File: src/rtl/pipeline_hazard_ctrl.sv
// rtl/pipeline_hazard_ctrl.sv - stall/flush sequencer for the 5-stage pipeline
// Optional HAZ_PERF_EN adds a saturating stall_cnt output.
module pipeline_hazard_ctrl #(
    parameter int DRAIN_CYCLES = 3,
    parameter int MEM_TIMEOUT  = 15
) (
    input  logic       clk,
    input  logic       rst_n,
    input  logic [4:0] id_rs,
    input  logic [4:0] id_rt,
    input  logic       id_use_rs,
    input  logic       id_use_rt,
    input  logic       id_is_store,
    input  logic [4:0] ex_rd,
    input  logic       ex_reg_write,
    input  logic       ex_mem_to_reg,
    input  logic       ex_branch_taken,
    input  logic       mem_req,
    input  logic       mem_ready,
    input  logic       halt_req,
    input  logic       resume_req,
    output logic       stall_f,
    output logic       stall_d,
    output logic       flush_d,
    output logic       flush_e,
    output logic       stall_m,
    output logic       halted,
    output logic       mem_err
`ifdef HAZ_PERF_EN
    ,
    output logic [31:0] stall_cnt
`endif
);

    typedef enum logic [1:0] {RUN, DRAIN, HALTED} state_t;

    localparam logic [3:0] DRAIN_LOAD = 4'(DRAIN_CYCLES - 1);
    localparam logic [7:0] WAIT_LAST  = 8'(MEM_TIMEOUT - 1);

    state_t     state, stateNext;
    logic [3:0] drainCnt, drainNext;
    logic [7:0] waitCnt, waitNext;
    logic       rawWait, timeoutHit, memWait, loadUse;
    logic       stallF, stallD, flushD, flushE, stallM;

    always_ff @(posedge clk or negedge rst_n) begin
        if (!rst_n) begin
            state    <= RUN;
            drainCnt <= 4'd0;
            waitCnt  <= 8'd0;
        end else begin
            state    <= stateNext;
            drainCnt <= drainNext;
            waitCnt  <= waitNext;
        end
    end

    always_comb begin
        rawWait    = mem_req & ~mem_ready;
        timeoutHit = rawWait & (waitCnt == WAIT_LAST);
        memWait    = rawWait & ~timeoutHit;
        // A store's rt is fed by the MEM-stage forwarding path, so it never stalls.
        loadUse    = ex_mem_to_reg & ex_reg_write & (ex_rd != 5'd0) &
                     ((id_use_rs & (id_rs == ex_rd)) |
                      (id_use_rt & (id_rt == ex_rd) & ~id_is_store));

        stateNext = state;
        drainNext = drainCnt;
        waitNext  = memWait ? waitCnt + 8'd1 : 8'd0;
        stallF    = 1'b0;
        stallD    = 1'b0;
        flushD    = 1'b0;
        flushE    = 1'b0;
        stallM    = 1'b0;

        if (memWait) begin
            stallF = 1'b1;
            stallD = 1'b1;
            stallM = 1'b1;
        end else if (ex_branch_taken && state != HALTED) begin
            flushD = 1'b1;
            flushE = 1'b1;
        end else if (state == HALTED || state == DRAIN || loadUse) begin
            stallF = 1'b1;
            stallD = 1'b1;
            flushE = 1'b1;
        end

        if (!memWait) begin
            case (state)
                RUN: if (halt_req) begin
                    stateNext = DRAIN;
                    drainNext = DRAIN_LOAD;
                end
                DRAIN: begin
                    if (drainCnt == 4'd0) stateNext = HALTED;
                    else drainNext = drainCnt - 4'd1;
                end
                HALTED: if (resume_req) stateNext = RUN;
                default: stateNext = RUN;
            endcase
        end
    end

    assign stall_f = rst_n & stallF;
    assign stall_d = rst_n & stallD;
    assign flush_d = rst_n & flushD;
    assign flush_e = rst_n & flushE;
    assign stall_m = rst_n & stallM;
    assign halted  = rst_n & (state == HALTED);
    assign mem_err = rst_n & timeoutHit;

`ifdef HAZ_PERF_EN
    logic [31:0] stallCnt;

    always_ff @(posedge clk or negedge rst_n) begin
        if (!rst_n) stallCnt <= 32'd0;
        else if (stallD && state != HALTED && stallCnt != 32'hFFFF_FFFF)
            stallCnt <= stallCnt + 32'd1;
    end

    assign stall_cnt = stallCnt;
`endif

endmodule

File: config.mk
export PLATFORM = sky130hd
export DESIGN_NAME = pipeline_hazard_ctrl
export DESIGN_NICKNAME = d
export VERILOG_FILES = /design/src/rtl/pipeline_hazard_ctrl.sv
export SDC_FILE = /design/constraint.sdc
export NUM_CORES = 1
export LEC_CHECK = 0
export ABC_AREA = 1
export CAP_MARGIN = 20
export CORE_MARGIN = 2
export CORE_UTILIZATION = 50
export DETAILED_ROUTE_END_ITERATION = 12
export PLACE_DENSITY = 0.87
export SYNTH_ARGS = -nofsm -noshare
export SYNTH_HDL_FRONTEND = slang
export SYNTH_SLANG_ARGS = --single-unit
File: constraint.sdc
create_clock -name clk -period 4.2 [get_ports clk]
set_input_delay 1.26 -clock clk [delete_from_list [all_inputs] [get_ports clk]]
set_output_delay 1.26 -clock clk [all_outputs]
set_load 0.01 [all_outputs]
=== Yosys cells after proc, flatten, opt, wreduce, memory -nomap -nowiden ===
Cells that the tools add are included.

* Reductions and logical operators: 9
* Add/subtract/negate cells: 2
* Equal/unequal tests: 10
* Bitwise operators: 20
* Mux-type cells: 16

{| class="wikitable"
|+ Operators with widths
! kind !! count
|-
| $and A1 B1 Y1 || 15
|-
| $eq A5 B5 Y1 || 2
|-
| $add A8 B1 Y8 const B || 1
|-
| $eq A8 B4 Y1 const B || 1
|-
| $mux W1 || 8
|-
| $mux W4 || 2
|-
| $mux W8 || 1
|-
| $ne A2 B2 Y1 const B || 4
|-
| $pmux W4 S2 || 1
|-
| $reduce_and A4 Y1 || 2
|-
| $mux W2 || 3
|-
| $pmux W2 S3 || 1
|-
| $reduce_bool A5 Y1 || 1
|-
| $logic_not A4 Y1 || 1
|-
| $not A1 Y1 || 4
|-
| $sub A4 B1 Y4 const B || 1
|-
| $eq A2 B1 Y1 const B || 1
|-
| $eq A2 B2 Y1 const B || 1
|-
| $logic_not A2 Y1 || 1
|-
| $logic_or A1 B1 Y1 || 2
|-
| $ne A2 B1 Y1 const B || 1
|-
| $reduce_bool A2 Y1 || 1
|-
| $logic_and A1 B1 Y1 || 1
|-
| $or A1 B1 Y1 || 1
|}

* Output and inout port bits: 7
* Flip-flop bits (word level): 14
* Input bits: 27
* Word-level logic and storage cells: 60

=== Logic depth before layout (Yosys ltp) ===
* Word-level depth: 10
* Depth in mapped cells: 11
* Mapped depth without buffers: 10

=== Least setup slack after synthesis ===
No wires, ideal clock.

* Path type: in2out
* From: in ex_rd[3]
* To: out stall_f
* Slack: 0.953 ns
* Stages on the path: 11
* Data required time: 2.940 ns
* Path buffers: 1
* Arrival time: 1.987 ns
* Cell sequence: inv_1 > nand2_1 > nand2_1 > nor2_1 > nand3_1 > nand2_1 > nand2_1 > nand2_1 > nand2_1 > nand2_1 > buf_4

* Word-level cells in the longest chain between the ends: 10
* Elaborated cells between the ends (all ways): 14
* Those cells by class: 2 x eq/ne; 3 x mux; 7 x bitwise; 2 x reduce/logical

{| class="wikitable"
|+ RTL lines
! what !! line !! source
|-
| from (decl) || 14 || <nowiki>input logic [4:0] ex_rd,</nowiki>
|-
| $eq A5 B5 Y1 || 65 || <nowiki>(id_use_rt & (id_rt == ex_rd) & ~id_is_store));</nowiki>
|-
| $and A1 B1 Y1 (2 in a row) || 65 ||
|-
| $or A1 B1 Y1 || 64 || <nowiki>((id_use_rs & (id_rs == ex_rd)) |</nowiki>
|-
| $and A1 B1 Y1 * || 63 || <nowiki>loadUse = ex_mem_to_reg & ex_reg_write & (ex_rd != 5'd0) &</nowiki>
|-
| $logic_or A1 B1 Y1 * || 83 || <nowiki>end else if (state == HALTED || state == DRAIN || loadUse) begin</nowiki>
|-
| $mux W1 * (3 in a row) || - ||
|-
| $and A1 B1 Y1 * || - ||
|-
| to (decl) || 22 || <nowiki>output logic stall_f,</nowiki>
|}

Mark *: on every way between the ends. The rest lies on a longest branch, timed or not.

=== Worst setup path in the final report ===
* From: in mem_req
* To: out stall_m

* Word-level cells in the longest chain between the ends: 6

{| class="wikitable"
|+ RTL lines
! what !! line !! source
|-
| from (decl) || 18 || <nowiki>input logic mem_req,</nowiki>
|-
| $and A1 B1 Y1 * || 59 || <nowiki>rawWait = mem_req & ~mem_ready;</nowiki>
|-
| $and A1 B1 Y1 || 60 || <nowiki>timeoutHit = rawWait & (waitCnt == WAIT_LAST);</nowiki>
|-
| $not A1 Y1 || 61 || <nowiki>memWait = rawWait & ~timeoutHit;</nowiki>
|-
| $and A1 B1 Y1 * || 61 ||
|-
| $mux W1 * || 76 || <nowiki>if (memWait) begin</nowiki>
|-
| $and A1 B1 Y1 * || 109 || <nowiki>assign stall_m = rst_n & stallM;</nowiki>
|-
| to (decl) || 26 || <nowiki>output logic stall_m,</nowiki>
|}

Marked as above.

==> flow_metrics.tcl <==
set metrics [dict create \
    cts_made_buffers 3 \
    postCtsSetupBuffers 0 \
    synthTopCellsByArea "dfrtp_1 (31%), nand2_1 (18%), inv_1 (13%)" \
    synth-edff-count 0 \
    ys.flop_type "dfrtp_1" \
    grt_max_degree 9 \
    yosysWarnings 0 \
    regArea_um2 350 \
    dpl.hpwl_um 2180 \
    met2_length_um 1430 \
    synth-seq-cells 14 \
    multi_input_area_um2 613 \
    finalSetupViolCount 0 \
    synth.top_cell.area_share_pct 31.2 \
    dr_total_vias 1137 \
    fin_crit_ns 4.02 \
    fmax_ghz 0.249 \
    worst_ep_required_time_ns 2.94 \
    async_flop_share_pct 100 \
    maxCapViolCount 0 \
    cts_tree "yes" \
    cts_sinks 14 \
    ant_nets 0 \
    min_period_over_period_pct 95.7 \
    final_cell_mix "nand2_1 (53), inv_1 (38), clkdlybuf4s50_1 (30)" \
    initial_core_util_pct 51.8 \
    cts_resized 3 \
    grt.overflow.total 0 \
    top_layer_used "met4" \
    syn_area_um2 1120 \
    dr_wl_met3_um 92 \
    postCtsHoldBufs 0 \
    cts_root_buffer "clkbuf_4" \
    gp_congestion 0.799 \
    slew_violations 0 \
    grt_pass1_vias 1145 \
    wl_met1_um 1060 \
    critPathLaunchType "primary input" \
    path_max_fanout 8 \
    die_x_um 51.4 \
    outcome "complete, no violations" \
    routed_via_density 4.78 \
    p_total_uw 538 \
    final_common_cell "nand2_1" \
    fill_cells 188 \
    max_slew_margin_pct 82.2 \
    clk_pin_slew_ns 0.08 \
    drc 0 \
    syn_nets 205 \
    rsz0062_at_grt "no" \
    avgSynthCellArea_um2 6.53 \
    die_area_um2 2640 \
    design_area_um2 1520 \
    wl_per_cell_um 11.0 \
    ios 34 \
    insertion_delay_ns 0.28 \
    tightestPinTransition_ns 0.267 \
    p_per_area_nw_per_um2 353 \
    cp.arrival_ns 2.76 \
    final_nets 245 \
    first_pass_iters 4 \
    num_antenna_cells 0 \
    drt-total-wl_um 2610 \
    area_growth_pct 35.5 \
    ys_types 24 \
    post-route-util_pct 70.2 \
    synth_cells 172 \
    leakage_nw 0.843 \
    hp-class "flop to flop" \
    yosysSeqAreaShare_pct 31.2 \
    synth_area_leader_cell "dfrtp_1" \
    r2r_setup_slack_ns 2.77 \
    crit_path_end_kind "primary output" \
    die_h_um 51.4 \
    coreArea_um2 2170 \
    ir_worst_vdd_uv 330 \
    instances_no_fill 238 \
    dp.cells 235 \
    clock_path_buffers 2 \
    dpl-instance-area_um2 1500 \
    grt_use_total_pct 22.4 \
    drtIter0Drc 23 \
    antenna_found_initial 0 \
    fin_tns_setup_ns 0 \
    port_buffers 33 \
    final.setup_skew_ns 0.00399 \
    core.rowCount 17 \
    drive_gt1_share_pct 9.05 \
    hold_violations 0 \
    htreeDepth 1 \
    grt_pass1_wl_um 4470 \
    crit_type "primary input to primary output" \
]
## metrics by stage
step	hold WS (ns)	setup slack (ns)
floorplan	0.440	0.953
global placement	0.453	-0.0392
detailed placement	0.473	-0.0873
CTS	0.486	0.175
global route	0.506	0.0506
finish	0.486	0.179
## final timing paths
kind,start,to,cells after the start
worst max-delay path,mem_req,stall_m,6
worst min-delay path,waitCnt[7],waitCnt[7],1
worst max register to register,state[0],state[1],8
worst min register to register,waitCnt[7],waitCnt[7],1
max in group asynchronous,rst_n,waitCnt[1],2
min in group asynchronous,rst_n,state[0],2
## critical path: stages
cell and delay, ns:
clkdlybuf4s50_1 0.53, nand3_4 0.16, inv_4 0.14, nand2_1 0.08, inv_1 0.06, clkdlybuf4s50_1 0.54
## per-layer routing
metal,GRT usage (%),vias to the layer above
met5,0,-
met1,23.2,510
li1,-,599
met4,5.70,0
met3,5.85,6
met2,43.6,22
## report_power, final
group / switching [mW] / internal [mW] / total, mW
clock network: 0.0442 / 0.0333 / 0.0775
registers: 0.0163 / 0.157 / 0.174
logic: 0.161 / 0.125 / 0.287
## cell families (layout without fill, tap and decap cells)
family	Yosys count	after routing	share of synthesized area, %
and+or+nand+nor	92	92	38.1
xor gates and xnor gates	1	1	0.780
adders and majority gates	6	6	6.68
buffers and inverters	41	79	14.3
DFF	14	14	31.2
AOI/OAI and AO/OA	18	18	9.02
## synth_stat cells, types with 2 or more instances
master,instances
nand2_1,53
o21ai_1,7
ha_1,6
dfrtp_1,14
nand3_4,2
inv_1,38
o21ai_2,3
o21ai_0,4
nand3_1,7
a21oi_1,4
nor2_1,21
## state kept, by name, summed over array words and instances (netlist names)
| name | cells |
|---|---|
| state | 2 |
| drainCnt | 4 |
| waitCnt | 8 |
## cell type report
| class | count | share of cell area [%] |
|---|---|---|
| multi-input cells | 117 | 40.3 |
| flip-flops and latches | 14 | 23.0 |
| repair buffers | 36 | 22.9 |
| inverters | 40 | 10.0 |
| well taps | 28 | 2.30 |
| clock buffers | 3 | 1.48 |
Power figures use the tool's default switching activity.
